<file path="config.mk">
export PLATFORM = sky130hd
export DESIGN_NAME = aes_block_packer
export DESIGN_NICKNAME = d
export VERILOG_FILES = /design/src/rtl/aes_block_packer.sv
export SDC_FILE = /design/constraint.sdc
export NUM_CORES = 1
export LEC_CHECK = 0
export CAP_MARGIN = 30
export CORE_UTILIZATION = 49
export DETAILED_ROUTE_END_ITERATION = 10
export GPL_TIMING_DRIVEN = 0
export PLACE_DENSITY = 0.73
export SLEW_MARGIN = 30
export SYNTH_ARGS = -nofsm -noshare
export SYNTH_HDL_FRONTEND = slang
export SYNTH_SLANG_ARGS = --single-unit
</file>
<file path="constraint.sdc">
create_clock -name clk -period 1.9 [get_ports clk]
set_input_delay 0.38 -clock clk [delete_from_list [all_inputs] [get_ports clk]]
set_output_delay 0.38 -clock clk [all_outputs]
set_load 0.02 [all_outputs]
</file>
<file path="src/rtl/aes_block_packer.sv">
// rtl/aes_block_packer.sv - byte stream to 128-bit AES plaintext block packer
//
// Purpose: assembles bytes accepted on the in_* handshake into 128-bit blocks,
// pads the final partial block of a message, and presents finished blocks on
// the blk_* handshake. One assembly register feeds one output hold register,
// so byte intake continues while a block waits for the cipher.
//
// Parameters:
//   MSB_FIRST      1: byte 0 of a block lands in [127:120]; 0: byte 0 in [7:0]
//   PAD_ZERO_BYTE  fill value for unused bytes when PKCS#7 padding is off
//
// Configuration macro: AES_PKCS7_PAD_EN
//   defined   - pad bytes carry the pad count; a message ending exactly on a
//               block boundary gets an extra block of sixteen 8'h10 bytes
//   undefined - pad bytes equal PAD_ZERO_BYTE; no extra block
//
// Ports:
//   clk         clock, rising edge
//   rst         asynchronous reset, active low
//   in_data     message byte
//   in_valid    in_data valid
//   in_last     final byte of a message
//   in_ready    packer accepts a byte this cycle
//   blk_data    assembled block (cipher data_in)
//   blk_valid   blk_data valid and stable
//   blk_last    block is the final block of a message
//   blk_nbytes  message bytes in the block (0..16), pad excluded
//   blk_ready   consumer takes the block this cycle

module aes_block_packer #(
    parameter bit         MSB_FIRST     = 1'b1,
    parameter logic [7:0] PAD_ZERO_BYTE = 8'h00
) (
    input  logic         clk,
    input  logic         rst,
    input  logic [7:0]   in_data,
    input  logic         in_valid,
    input  logic         in_last,
    output logic         in_ready,
    output logic [127:0] blk_data,
    output logic         blk_valid,
    output logic         blk_last,
    output logic [4:0]   blk_nbytes,
    input  logic         blk_ready
);

`ifdef AES_PKCS7_PAD_EN
    localparam bit PKCS7 = 1'b1;
`else
    localparam bit PKCS7 = 1'b0;
`endif

    typedef enum logic {FILL, PADBLK} state_t;

    state_t         state;
    logic           run;        // low during reset, high from the first edge after release
    logic [3:0]     cnt;        // next slot to fill in the assembly register
    logic [127:0]   asm_data;
    logic           asm_full;   // assembly register holds a complete block
    logic           asm_last;
    logic [4:0]     asm_nbytes;

    logic [127:0]   asm_next;
    logic [7:0]     pad_byte;
    logic           accept;
    logic           xfer;
    logic           complete;
    logic           extra_blk;

    function automatic int slot_lsb(input int slot);
        return MSB_FIRST ? (15 - slot) * 8 : slot * 8;
    endfunction

    // The assembly register frees up on the same edge it moves to hold,
    // so a byte can be accepted in that cycle without a bubble.
    assign xfer     = asm_full && (!blk_valid || blk_ready);
    assign in_ready = run && (state == FILL) && (!asm_full || xfer);
    assign accept   = in_valid && in_ready;
    assign complete = accept && ((cnt == 4'd15) || in_last);
    // A message ending on slot 15 still needs a full pad block under PKCS#7.
    assign extra_blk = PKCS7 && in_last && (cnt == 4'd15);

    // PKCS#7 pad value is 16-(cnt+1) = 15-cnt, i.e. the inverted slot count.
    assign pad_byte = PKCS7 ? {4'h0, ~cnt} : PAD_ZERO_BYTE;

    // Write the incoming byte at slot cnt; on in_last fill all later slots
    // with pad in the same edge.
    always_comb begin
        asm_next = asm_data;
        for (int i = 0; i < 16; i++) begin
            if (4'(i) == cnt)
                asm_next[slot_lsb(i) +: 8] = in_data;
            else if (in_last && (4'(i) > cnt))
                asm_next[slot_lsb(i) +: 8] = pad_byte;
        end
    end

    always_ff @(posedge clk or negedge rst) begin
        if (!rst) begin
            state      <= FILL;
            run        <= 1'b0;
            cnt        <= 4'd0;
            asm_data   <= '0;
            asm_full   <= 1'b0;
            asm_last   <= 1'b0;
            asm_nbytes <= 5'd0;
            blk_data   <= '0;
            blk_valid  <= 1'b0;
            blk_last   <= 1'b0;
            blk_nbytes <= 5'd0;
        end else begin
            run <= 1'b1;

            if (xfer) begin
                blk_data   <= asm_data;
                blk_last   <= asm_last;
                blk_nbytes <= asm_nbytes;
                blk_valid  <= 1'b1;
                asm_full   <= 1'b0;
            end else if (blk_ready) begin
                blk_valid  <= 1'b0;
            end

            // The data block has left assembly; the pad-only block takes its place.
            if (state == PADBLK && xfer) begin
                asm_data   <= {16{8'h10}};
                asm_full   <= 1'b1;
                asm_last   <= 1'b1;
                asm_nbytes <= 5'd0;
                state      <= FILL;
            end

            if (accept) begin
                asm_data <= asm_next;
                if (complete) begin
                    cnt        <= 4'd0;
                    asm_full   <= 1'b1;
                    asm_last   <= in_last && !extra_blk;
                    asm_nbytes <= {1'b0, cnt} + 5'd1;
                    if (extra_blk)
                        state <= PADBLK;
                end else begin
                    cnt <= cnt + 4'd1;
                end
            end
        end
    end

endmodule

</file>
==> results.yml <==
status:
  run_status: "finished with violations"
  failed_checks: "negative setup slack"
synth:
  syn_avg_cell_area_um2: 14.1
  mappedNetlistArea_mm2: 0.0106
  syn-num-nets: 769
  synthesis.yosys.warnings: 0
  async_flop_share_pct: 100
  synthTopCellsByArea: "sky130_fd_sc_hd__dfrtp_1 (65%), sky130_fd_sc_hd__mux2_2 (14%), sky130_fd_sc_hd__a22o_1 (7.9%)"
  synthDistinctLibCells: 40
  post-synth-top-area-fraction_pct: 64.7
  synth-seq-area-share_pct: 64.7
  syn_inst: 753
  synth_register_bits: 275
  synth_ff_type: "sky130_fd_sc_hd__dfrtp_1"
  yosysTopAreaCell: "sky130_fd_sc_hd__dfrtp_1"
  synth_edf_count: 0
die:
  core-area_mm2: 0.0212
  floorplan_die_width_um: 149
  dieArea_mm2: 0.0223
  floorplan.io_pins: 149
  dieHeight_um: 149
  initial_core_utilization_pct: 50.3
  std_cell_rows: 53
sta:
  worst_slack_ns: -0.0587
  setup_viol: 1
  timing.max_slew.rel_slack_pct: 35.5
  fin_worst_skew_ns: 0.0179
  maxSlewViolCount: 0
  final.min_clock_period_ns: 1.96
  tightest_slew_ns: 0.967
  finalHoldViolations: 0
  fmaxAchievable_ghz: 0.511
  timing.final.crit_share_pct: 103
  rsz_0062_raised_after_global_routing: "yes"
  hold-worst-slack_ns: 0.328
  fin_setup_tns_ns: -0.0587
route:
  first_pass_iters: 5
  route.final.wire_length_mm: 25.3
  vias_per_cell: 5.65
  detailroute.via_count: 6942
  drt-wirelength-per-cell_um: 20.6
  detail-route-antenna-nets: 0
  drc_violations_left: 0
  drt_first_iter_violations: 452
cells_and_area:
  final_cell_mix: "sky130_fd_sc_hd__dfrtp_1 (274), sky130_fd_sc_hd__mux2_2 (134), sky130_fd_sc_hd__a22o_1 (96)"
  layout.cells.most_common: "sky130_fd_sc_hd__dfrtp_1"
  post_route_cells_drive_above_1_share_pct: 25.2
  final_stage_net_count: 949
  insertedDiodeCount: 0
  post_synthesis_to_final_layout_area_growth_pct: 28.2
critical_path:
  setup.worst_path.start_class: "flop"
  cp-endpoint: "in_ready"
  crit-reg2reg-launch: "cnt[2]"
  worst-path-max-fanout: 10
  critical_path.slowest_cell: "sky130_fd_sc_hd__dfrtp_1"
  path_depth: 3
  timing.rr.end: "asm_data[74]"
  worstRegToRegCells: 5
  worstPathArrival_ns: 1.58
  timing.critical_path.to_type: "primary output"
  setup.worst_path.class: "reg -> out"
  timing.critical_path.buf_inv: 1
  worst_path_dominant_cell_family: "flip-flops"
  critPathMaxStageDelay_ns: 0.41
  req_time_crit_path_ns: 1.52
  timing.reg2reg.setup_slack_ns: 0.02
  cells_along_the_critical_path: "nand3b_4 -> and2_1 -> clkdlybuf4s15_2"
  cp-startpoint: "asm_full"
placed_design:
  preCtsSetupSlack_ns: -0.542
  port-buffer-count: 147
  dpl.hpwl_mm: 17.0
  globalplace.congestion: 0.922
cts:
  clk_latency_ns: 0.55
  cts_tree: "built"
  cts-buffers-inserted: 28
  clock_tree.root_cell: "sky130_fd_sc_hd__clkbuf_16"
  h_tree_lvl_count: 1
  clk_pin_slew_worst_paths_ns: 0.06
  clock_sinks: 275
  max-clock-path-buffers: 3
run:
  max_capacitance_violation_count: 0
power_and_ir_drop:
  vdd_drop_max_v: 0.000629
  leakage_nw: 7.70
  power-per-cell-area_mw_per_mm2: 1050
global_routing:
  grt_overflow_total: 0
  grt_max_degree: 88
  via_count_of_the_first_global_routing_pass: 6792
  antenna_violations_before_repair: 0
  grt_first_pass_wirelength_mm: 39.6
  globalRouteTotalUtil_pct: 23.4
min_path:
  hold_class: "in -> async"
## power breakdown
part           switching, mW  internal (mW)  total (mW)
Sequential             0.353           6.42        6.78
Combinational           1.19          0.956        2.14
Clock                   2.20           3.21        5.41
Total                   3.74           10.6        14.3
## kinds of logic (layout without fill, tap and decap cells)
| kind of cell | count (synthesis) | count (layout) | share of synthesized area [%] |
|---|---|---|---|
| AO/OA/AOI/OAI | 162 | 162 | 12.0 |
| buffers and inverters | 64 | 265 | 2.64 |
| XOR/XNOR | 1 | 1 | 0.0824 |
| multiplexers | 142 | 142 | 14.9 |
| other | 1 | 1 | 0.0353 |
| flip-flops | 275 | 275 | 64.7 |
| AND/OR/NAND/NOR | 105 | 105 | 5.26 |
| adder cells (fa/ha/maj) | 3 | 3 | 0.353 |
## repair_timing
action / CTS / global route
hold endpoints to repair: 42 / 0
setup buffers: 1 / 2
hold buffers: 1 / 0
pin swaps: 1 / 2
resized for setup: 74 / 77
endpoints found under the setup margin: 170 / 179
## metrics by stage
step / instances / instance area (um^2) / power, mW / util, %
after global routing: 1229 / 13600 / 14.9 / 64.4
final: 1229 / 13600 / 14.3 / 64.4
after CTS: 1230 / 13400 / 14.5 / 63.5
after global placement: 1175 / 12400 / 9.11 / 58.8
after detailed placement: 1178 / 12500 / 9.18 / 59.3
after floorplan: 753 / 10600 / 7.99 / -
## metal layers
metal	global-route usage (%)	routed length [um]	up-vias
li1	-	-	3104
met1	34.3	11400	3571
met2	35.4	11600	223
met3	5.11	1730	44
met4	5.97	566	0
met5	0	0	-
## area by class of cell
class                      instances  area, um^2
inverter                          13        48.8
buffer                            47         248
clock inverter                    11         116
timing repair buffer             154        1670
multi-input combinational        414        3510
clock buffer                      40         806
sequential                       275        6880
tap                              275         344
fill                            1627        7520
## worst min-delay path by stage
stage | endpoint | cells past startpoint
finish | blk_data[80] | 2
global route | blk_data[83] | 2
CTS | cnt[2] | 4
detailed placement | blk_data[80] | 1
global placement | blk_data[52] | 2
floorplan | asm_data[0] | 0
## synthesized netlist by cell type, drive strengths merged (3+ instances only)
cell / n
a21o: 4
a21oi: 9
a22o: 96
a31oi: 8
and2: 5
and3: 5
buf: 30
clkbuf: 21
dfrtp: 275
ha: 3
inv: 13
mux2: 134
mux2i: 8
nand2: 49
nand2b: 4
nand3: 12
nor2: 4
nor2b: 12
nor3: 6
o211ai: 10
o21ai: 21
o2bb2ai: 8
or3: 3
## flip-flops by register name, summed over array words and instances (netlist names), 4 cells and up
signal and flops:
cnt 4, asm_data 128, blk_nbytes 5, blk_data 128, asm_nbytes 5
(Power assumes the default switching activity.)
